`src/rtl/mipi_byte_aligner.sv`:
```
`default_nettype none
// ============================================================================
//  Module   : mipi_byte_aligner
//  Purpose  : Realigns the raw byte stream of a MIPI HS lane to the bit
//             offset of the 0xB8 sync byte and emits the payload bytes.
//             An external detector inspects {curr_byte, last_byte} and
//             reports the hit and its bit offset.
//  Revision : 1.0 - initial release
// ----------------------------------------------------------------------------
//  Ports
//    clk             block clock, rising edge
//    rst_n           asynchronous active-low reset
//    i_byte_in[7:0]  raw unaligned byte from the lane deserializer
//    i_byte_en       byte valid / HS burst active (low = burst ended)
//    i_found_hdr     detector hit on the sync byte
//    i_hdr_offs[2:0] detector bit offset of the sync byte
//    o_curr_byte     to detector, combinational copy of i_byte_in
//    o_last_byte     to detector, previous byte of the burst
//    o_aligned_byte  realigned payload byte
//    o_aligned_valid one-cycle qualifier for o_aligned_byte
//    o_sot           one-cycle pulse, sync byte accepted
//    o_locked        high while locked to a burst
//    o_sync_err      one-cycle pulse, no sync byte within the hunt window
//    o_byte_cnt      payload bytes emitted in the current burst (saturating)
// ============================================================================
module mipi_byte_aligner #(
  parameter int HUNT_TIMEOUT = 8
) (
  input  logic        clk,
  input  logic        rst_n,
  input  logic [7:0]  i_byte_in,
  input  logic        i_byte_en,
  input  logic        i_found_hdr,
  input  logic [2:0]  i_hdr_offs,
  output logic [7:0]  o_curr_byte,
  output logic [7:0]  o_last_byte,
  output logic [7:0]  o_aligned_byte,
  output logic        o_aligned_valid,
  output logic        o_sot,
  output logic        o_locked,
  output logic        o_sync_err,
  output logic [15:0] o_byte_cnt
);

  localparam logic [7:0] c_TIMEOUT = 8'(HUNT_TIMEOUT);

  typedef enum logic [1:0] {
    S_IDLE   = 2'd0,
    S_HUNT   = 2'd1,
    S_LOCKED = 2'd2,
    S_ERROR  = 2'd3
  } state_t;

  state_t      r_state;
  state_t      w_state_nxt;

  logic [7:0]  r_last;
  logic [2:0]  r_k;
  logic [7:0]  r_hunt_cnt;
  logic [7:0]  r_aligned_byte;
  logic        r_aligned_valid;
  logic        r_sot;
  logic        r_locked;
  logic        r_sync_err;
  logic [15:0] r_byte_cnt;

  logic        w_hunt_cycle;
  logic        w_lock_cycle;
  logic        w_hit;
  logic        w_timeout;
  logic [7:0]  w_hunt_cnt_inc;
  logic [15:0] w_window;

  // Newest byte in the upper half so a byte straddling two transfers is
  // picked up by a plain offset slice.
  assign w_window = {i_byte_in, r_last};

  // ------------------------------------------------------------------------
  // State register
  // ------------------------------------------------------------------------
  always_ff @(posedge clk or negedge rst_n) begin
    if (!rst_n) begin
      r_state <= S_IDLE;
    end else begin
      r_state <= w_state_nxt;
    end
  end

  // ------------------------------------------------------------------------
  // Next-state logic. The IDLE entry cycle is processed exactly like a
  // HUNT cycle so the first byte of a burst is not lost to the detector.
  // ------------------------------------------------------------------------
  always_comb begin
    w_state_nxt    = r_state;
    w_hunt_cycle   = 1'b0;
    w_lock_cycle   = 1'b0;
    w_hit          = 1'b0;
    w_timeout      = 1'b0;
    w_hunt_cnt_inc = (r_state == S_HUNT) ? (r_hunt_cnt + 8'd1) : 8'd1;

    if (!i_byte_en) begin
      w_state_nxt = S_IDLE;
    end else begin
      case (r_state)
        S_IDLE, S_HUNT: begin
          w_hunt_cycle = 1'b1;
          // A hit on the last allowed byte still locks.
          if (i_found_hdr) begin
            w_hit       = 1'b1;
            w_state_nxt = S_LOCKED;
          end else if (w_hunt_cnt_inc == c_TIMEOUT) begin
            w_timeout   = 1'b1;
            w_state_nxt = S_ERROR;
          end else begin
            w_state_nxt = S_HUNT;
          end
        end
        S_LOCKED: begin
          w_lock_cycle = 1'b1;
        end
        S_ERROR: begin
          w_state_nxt = S_ERROR;
        end
        default: begin
          w_state_nxt = S_IDLE;
        end
      endcase
    end
  end

  // ------------------------------------------------------------------------
  // Datapath and registered outputs
  // ------------------------------------------------------------------------
  always_ff @(posedge clk or negedge rst_n) begin
    if (!rst_n) begin
      r_last          <= 8'h00;
      r_k             <= 3'd0;
      r_hunt_cnt      <= 8'd0;
      r_aligned_byte  <= 8'h00;
      r_aligned_valid <= 1'b0;
      r_sot           <= 1'b0;
      r_locked        <= 1'b0;
      r_sync_err      <= 1'b0;
      r_byte_cnt      <= 16'd0;
    end else begin
      r_sot           <= w_hit;
      r_sync_err      <= w_timeout;
      r_aligned_valid <= w_lock_cycle;
      r_locked        <= (w_state_nxt == S_LOCKED);

      // Clearing on burst end guarantees the next burst's entry cycle
      // sees an all-zero previous byte.
      if (!i_byte_en) begin
        r_last     <= 8'h00;
        r_hunt_cnt <= 8'd0;
      end else if (w_hunt_cycle || w_lock_cycle) begin
        r_last <= i_byte_in;
      end

      if (w_hunt_cycle) begin
        r_hunt_cnt <= w_hunt_cnt_inc;
      end

      if (w_hit) begin
        r_k        <= i_hdr_offs;
        r_byte_cnt <= 16'd0;
      end

      if (w_lock_cycle) begin
        r_aligned_byte <= w_window[{1'b0, r_k} +: 8];
        if (r_byte_cnt != 16'hFFFF) begin
          r_byte_cnt <= r_byte_cnt + 16'd1;
        end
      end
    end
  end

  assign o_curr_byte     = i_byte_in;
  assign o_last_byte     = r_last;
  assign o_aligned_byte  = r_aligned_byte;
  assign o_aligned_valid = r_aligned_valid;
  assign o_sot           = r_sot;
  assign o_locked        = r_locked;
  assign o_sync_err      = r_sync_err;
  assign o_byte_cnt      = r_byte_cnt;

endmodule
`default_nettype wire
```
`config.mk`:
```
export PLATFORM = sky130hd
export DESIGN_NAME = mipi_byte_aligner
export DESIGN_NICKNAME = d
export VERILOG_FILES = /design/src/rtl/mipi_byte_aligner.sv
export SDC_FILE = /design/constraint.sdc
export NUM_CORES = 1
export LEC_CHECK = 0
export CAP_MARGIN = 20
export CORE_UTILIZATION = 30
export CTS_BUF_LIST = sky130_fd_sc_hd__clkbuf_4 sky130_fd_sc_hd__clkbuf_8 sky130_fd_sc_hd__clkbuf_16
export CTS_CLUSTER_DIAMETER = 30
export DETAILED_ROUTE_END_ITERATION = 8
export GPL_TIMING_DRIVEN = 1
export SETUP_SLACK_MARGIN = 0.5
export SLEW_MARGIN = 20
export SYNTH_ARGS = -nofsm -noshare
export SYNTH_HDL_FRONTEND = slang
export SYNTH_SLANG_ARGS = --single-unit
```
`constraint.sdc`:
```
create_clock -name clk -period 2.3 [get_ports clk]
set_input_delay 0.46 -clock clk [delete_from_list [all_inputs] [get_ports clk]]
set_output_delay 0.46 -clock clk [all_outputs]
set_load 0.005 [all_outputs]
```
==> impl_metrics.toml, run 1 <==
[status]
status = "complete, no violations"

[cts]
clock_latency_ps = 300
clk_path_buf_depth = 2
cts_tree = "done"
clk_pin_slew_worst_paths_ps = 90
numCtsBuffers = 5
cts-root-buf = "clkbuf_8"
clkSinkCount = 49
htreeDepth = 2

[drt]
first_pass_iters = 4
drc_errors = 0
detail_route.wl_per_cell_um = 14.5
num_vias = 2279
drtIter0Drc = 72
wirelength_um = 6550
ant_nets = 0
drt-vias-per-instance = 5.04

[flow_run]
maxCapViolations = 0

[cells_and_area]
area_growth_pct = 32.5
final_cell_mix = "56 x nand2_1, 49 x clkdlybuf4s50_1, 39 x dfrtp_1"
layout_commonest_cell = "nand2_1"
fin_nets = 360
insertedDiodeCount = 0
drive_above_1_share = 0.166

[die]
ios = 59
fp.dieH_um = 97.4
fp-row-count = 34
dieArea_sq_um = 9480
initial_utilization = 0.311
core_region_area_sq_um = 8760
die_w_um = 97.4

[synthesis]
synth_nets = 300
ys_seq_area_frac = 0.450
ys_warn_count = 0
ys_ff_latch = 49
synth-compound-area-share = 0.142
ys_types = 45
synth_top_family_by_area = "simple AND/OR/NAND/NOR gates"
yosys.area_share.simple = 0.207
synth_area_sq_um = 2730
synth_edf_count = 0
synth_fa_ha_area_frac = 0.00917
synth_xor_area_frac = 0.00642
synthMuxAreaShare = 0.134
synthArstFlopShare = 1.00
synth-main-ff-cell = "dfrtp_1"
avgSynthCellArea_sq_um = 9.64
syn_inst = 283

[timing]
setup_violations = 0
min_period_over_period = 0.751
period_needed_ps = 1730
max_freq_mhz = 579
finalWorstSetupSlack_ps = 574
max-slew-margin-rel = 0.650
fin_tns_setup_ps = 0
hold_viol_final = 0
fin_skew_ps = 8.17
worstMarginPinSlew_ps = 525
slew_violations = 0
rsz0062_at_grt = "no"

[critical_path]
crit_path_end = "o_byte_cnt[5]"
cp_slowest_stage_delay_ps = 530
worst_ep_arrival_time_ps = 1270
path_class = "reg2out"
cp_top_family = "buffers and inverters"
path_depth = 1
cp-start-kind = "flip-flop"
path_cells = "clkdlybuf4s50_1"
crit_slowest_cell = "clkdlybuf4s50_1"
critPathBufInv = 1
crit_path_end_kind = "output port"
crit_path_start = "o_byte_cnt[5]"
worstRegToRegCells = 6
r2r_slack_ps = 570
r2r_start = "r_hunt_cnt[0]"
crit_fanout = 5
required_ps = 1840
worstReg2RegEnd = "o_sync_err"

[worst_hold_path]
min-delay-start = "o_aligned_byte[0]"
hold_path_class = "reg2reg"

[grt]
grt_pass1_wl_um = 11000
grt_pass1_vias = 2194
grt_max_degree = 41
gr-total-overflow = 0
grtUsageTotal = 0.143
antenna_found_initial = 0

[pwr]
p_leak_nw = 1.54
p_per_area_nw_per_um2 = 592
vdd.ir_drop.worst_mv = 0.353

[placement]
hpwl_um = 4630
gp_congestion = 0.837
post-place-ws_ps = 253
numPortBuffers = 58
area by class of cell:
class | count | area [sq um]
fillers | 854 | 5150
flip-flops and latches | 49 | 1240
inverters | 5 | 18.8
clock inverters | 1 | 30.0
multi-input cells | 209 | 1410
clock buffers | 7 | 90.1
well taps | 108 | 135
repair buffers | 73 | 693
cell usage after synthesis (2+ instances only):
library cell | n | area (sq um)
a21boi_0 | 10 | 75.1
a21oi_1 | 7 | 35.0
a22oi_1 | 3 | 22.5
a31oi_1 | 3 | 18.8
and2_1 | 2 | 12.5
and3_1 | 2 | 12.5
buf_2 | 4 | 20.0
buf_4 | 11 | 82.6
clkbuf_1 | 4 | 15.0
dfrtp_1 | 49 | 1230
ha_1 | 2 | 25.0
inv_1 | 5 | 18.8
mux2_2 | 5 | 56.3
mux2i_1 | 22 | 220
mux4_2 | 4 | 90.1
nand2_1 | 56 | 210
nand3_1 | 6 | 30.0
nand4_1 | 7 | 43.8
nor2_1 | 16 | 60.1
nor2b_1 | 4 | 25.0
nor3_1 | 3 | 15.0
nor3_2 | 2 | 20.0
o2111ai_1 | 2 | 17.5
o211ai_1 | 6 | 45.0
o21a_1 | 2 | 15.0
o21ai_0 | 23 | 115
o31ai_1 | 4 | 30.0
xor2_1 | 2 | 17.5
registers in the layout, indices dropped and copies added, names as in the netlist:
signal	count
r_k	3
o_locked	1
o_sot	1
r_state	2
o_last_byte	8
o_byte_cnt	16
o_sync_err	1
o_aligned_valid	1
r_hunt_cnt	8
o_aligned_byte	8
report_power, final:
| part | switching, mW | internal [mW] |
|---|---|---|
| Sequential | 0.0809 | 0.938 |
| Combinational | 0.194 | 0.271 |
| Clock | 0.288 | 0.367 |
through the flow:
stage | power [mW] | hold slack, ps | utilization | instance area [sq um] | std cells
6_report | 2.14 | 481 | 0.412 | 3610 | 452
5_1_grt | 2.29 | 516 | 0.412 | 3610 | 452
4_1_cts | 2.16 | 12.7 | 0.402 | 3520 | 446
3_5_place_dp | 1.50 | 344 | 0.388 | 3400 | 438
3_3_place_gp | 1.50 | 343 | 0.388 | 3400 | 438
2_1_floorplan | 1.26 | 164 | - | 2730 | 283
how the worst min path moves through the flow:
stage / cells past startpoint / slack [ps] / end
final: 2 / 480 / o_aligned_byte[0]
after global routing: 2 / 520 / o_aligned_byte[4]
after CTS: 1 / 10 / o_last_byte[7]
after detailed placement: 1 / 340 / o_last_byte[7]
after global placement: 1 / 340 / o_last_byte[4]
after floorplan: 0 / 160 / o_aligned_byte[0]
kinds of logic (layout without fill, tap and decap cells):
kind of cell	Yosys count	count (layout)
xor+xnor	2	2
simple gates	112	112
fa+ha+maj	2	2
mux	31	31
flops	49	49
compound gates	62	62
buf+inv	25	86
per-layer routing:
metal | vias up | GRT usage | wire (um)
li1 | 1124 | - | -
met1 | 1089 | 0.195 | 3150
met2 | 56 | 0.222 | 2980
met3 | 10 | 0.0432 | 302
met4 | 0 | 0.0396 | 113
met5 | - | 0 | 0
timing repair:
action,CTS,global route
pin swaps,0,2
gates resized for setup,13,14
setup endpoints to repair,12,18
setup buffers,0,5
endpoints found under the hold margin,0,6
hold buffers,0,1
No activity file was read; power rests on OpenSTA's default activity.
==> run 2, diff against run 1 <==
==> constraint.sdc (replaced) <==
create_clock -name clk -period 1.7 [get_ports clk]
set_input_delay 0.34 -clock clk [delete_from_list [all_inputs] [get_ports clk]]
set_output_delay 0.34 -clock clk [all_outputs]
set_load 0.005 [all_outputs]
==> run 2 against run 1 <==
  * Combinational power is 120% higher
  * Sequential share of layout area fell by 8.5 points
  * The run now ends with negative setup slack left
  * Setup slack got worse by 580 ps
  * Largest cell class unchanged
  * Wire length increased by 40%
  * Critical path depth grew 4
  * Non-clock buffer count is 108 higher
  * Largest power group unchanged
  * Clock skew down 1.5 ps
==> impl_metrics.toml, run 2 (synthesized netlist as in run 1, its figures left out) <==
[status]
status = "finished with violations"
violations = "negative setup slack"

[timing]
max_freq_mhz = 587
min_period_over_period = 1.00
worstMarginPinSlew_ps = 440
period_needed_ps = 1700
setup_violations = 1
fin_skew_ps = 6.71
max-slew-margin-rel = 0.707
finalWorstSetupSlack_ps = -4.91
rsz0062_at_grt = "yes"
fin_tns_setup_ps = -4.91
slew_violations = 0
hold_viol_final = 0

[cts]
numCtsBuffers = 5
htreeDepth = 2
cts_tree = "done"
clock_latency_ps = 300
clk_path_buf_depth = 2
cts-root-buf = "clkbuf_8"
clkSinkCount = 49
clk_pin_slew_worst_paths_ps = 90

[cells_and_area]
drive_above_1_share = 0.551
design_area_sq_um = 4840
largest_reg_flops = 16
layout_commonest_cell = "buf_4"
area_growth_pct = 77.4
fin_nets = 468
final_cell_mix = "78 x buf_4, 53 x nand2_1, 49 x buf_6"
insertedDiodeCount = 0
instances_no_fill = 560

[drt]
ant_nets = 0
detail_route.wl_per_cell_um = 16.4
drtIter0Drc = 148
first_pass_iters = 4
drc_errors = 0
drt-vias-per-instance = 5.11
num_vias = 2863
wirelength_um = 9190

[critical_path]
path_cells = "or2_1 > mux2i_1 > a31oi_1 > or4_4 > nor3_2"
crit_slowest_cell = "or4_4"
worst_ep_arrival_time_ps = 1930
required_ps = 1930
cp_slowest_stage_delay_ps = 540
path_class = "reg2reg"
crit_path_end_kind = "flip-flop"
crit_fanout = 6
cp-start-kind = "flip-flop"

[grt]
antenna_found_initial = 0
grt_pass1_vias = 2743
grtUsageTotal = 0.172
grt_max_degree = 36
gr-total-overflow = 0
grt_pass1_wl_um = 13200

[placement]
numPortBuffers = 58
placed_cell_area_sq_um = 3750
post-place-cells = 465
hpwl_um = 5050
gp_congestion = 0.829

[die]
fp.dieH_um = 97.4
core_region_area_sq_um = 8760
dieArea_sq_um = 9480
fp-row-count = 34
ios = 59
die_w_um = 97.4
initial_utilization = 0.311

[pwr]
p_leak_nw = 2.30
p_per_area_nw_per_um2 = 677
vdd.ir_drop.worst_mv = 0.430
power_mw = 3.28

[flow_run]
maxCapViolations = 0

[worst_hold_path]
hold_path_class = "in2reg"
## run 2: through the flow
stage	hold WS (ps)	util	setup slack [ps]
3_5_place_dp	282	0.428	-164
2_1_floorplan	44.4	-	131
6_report	306	0.552	-4.91
5_1_grt	331	0.552	-41.8
3_3_place_gp	282	0.428	-129
4_1_cts	396	0.493	35.2
## run 2: what timing repair did
item                                    in CTS  in global routing
gates resized for setup                    214                 78
pin swaps                                   13                 22
cloned                                       0                  3
endpoints found under the hold margin       14                  0
endpoints found under the setup margin      91                 72
hold buffers                                 1                  0
setup buffers                               51                 32
## run 2: critical path, delay by kind of cell (launching register included)
| family | cells | cell delay (ps) |
|---|---|---|
| AND/OR/NAND/NOR | 3 | 890 |
| AO/OA/AOI/OAI | 1 | 120 |
| flip-flops | 1 | 470 |
| multiplexers | 1 | 140 |
## run 2: area by class of cell
type                       instances  area (sq um)
fill                             739          3930
multi-input combinational        209          1710
timing repair buffer             181          1610
sequential                        49          1250
tap                              108           135
clock buffer                       7          90.1
clock inverter                     1          30.0
inverter                           5          22.5
## run 2: final timing paths
kind / cells past startpoint / slack, ps / start / endpoint
max: 5 / -5 / r_hunt_cnt[3] / o_sync_err
max in group asynchronous: 3 / 670 / rst_n / r_k[1]
max reg2reg: 5 / -5 / r_hunt_cnt[3] / o_sync_err
min in group asynchronous: 2 / 490 / rst_n / o_last_byte[4]
min reg2reg: 2 / 490 / o_aligned_byte[5] / o_aligned_byte[5]
min: 3 / 310 / i_byte_in[4] / o_last_byte[4]
## run 2: routing by layer
metal / GRT usage / share of wire / vias up
li1: - / - / 1345
met1: 0.206 / 0.41 / 1408
met2: 0.319 / 0.53 / 97
met3: 0.0302 / 0.050 / 13
met4: 0.0407 / 0.014 / 0
met5: 0 / 0 / -
## run 2: power breakdown
| group | leakage, nW | total [mW] | internal [mW] | switching (mW) |
|---|---|---|---|---|
| clock | 0.0619 | 0.893 | 0.496 | 0.397 |
| sequential | 0.629 | 1.38 | 1.27 | 0.105 |
| combinational | 1.61 | 1.01 | 0.584 | 0.424 |
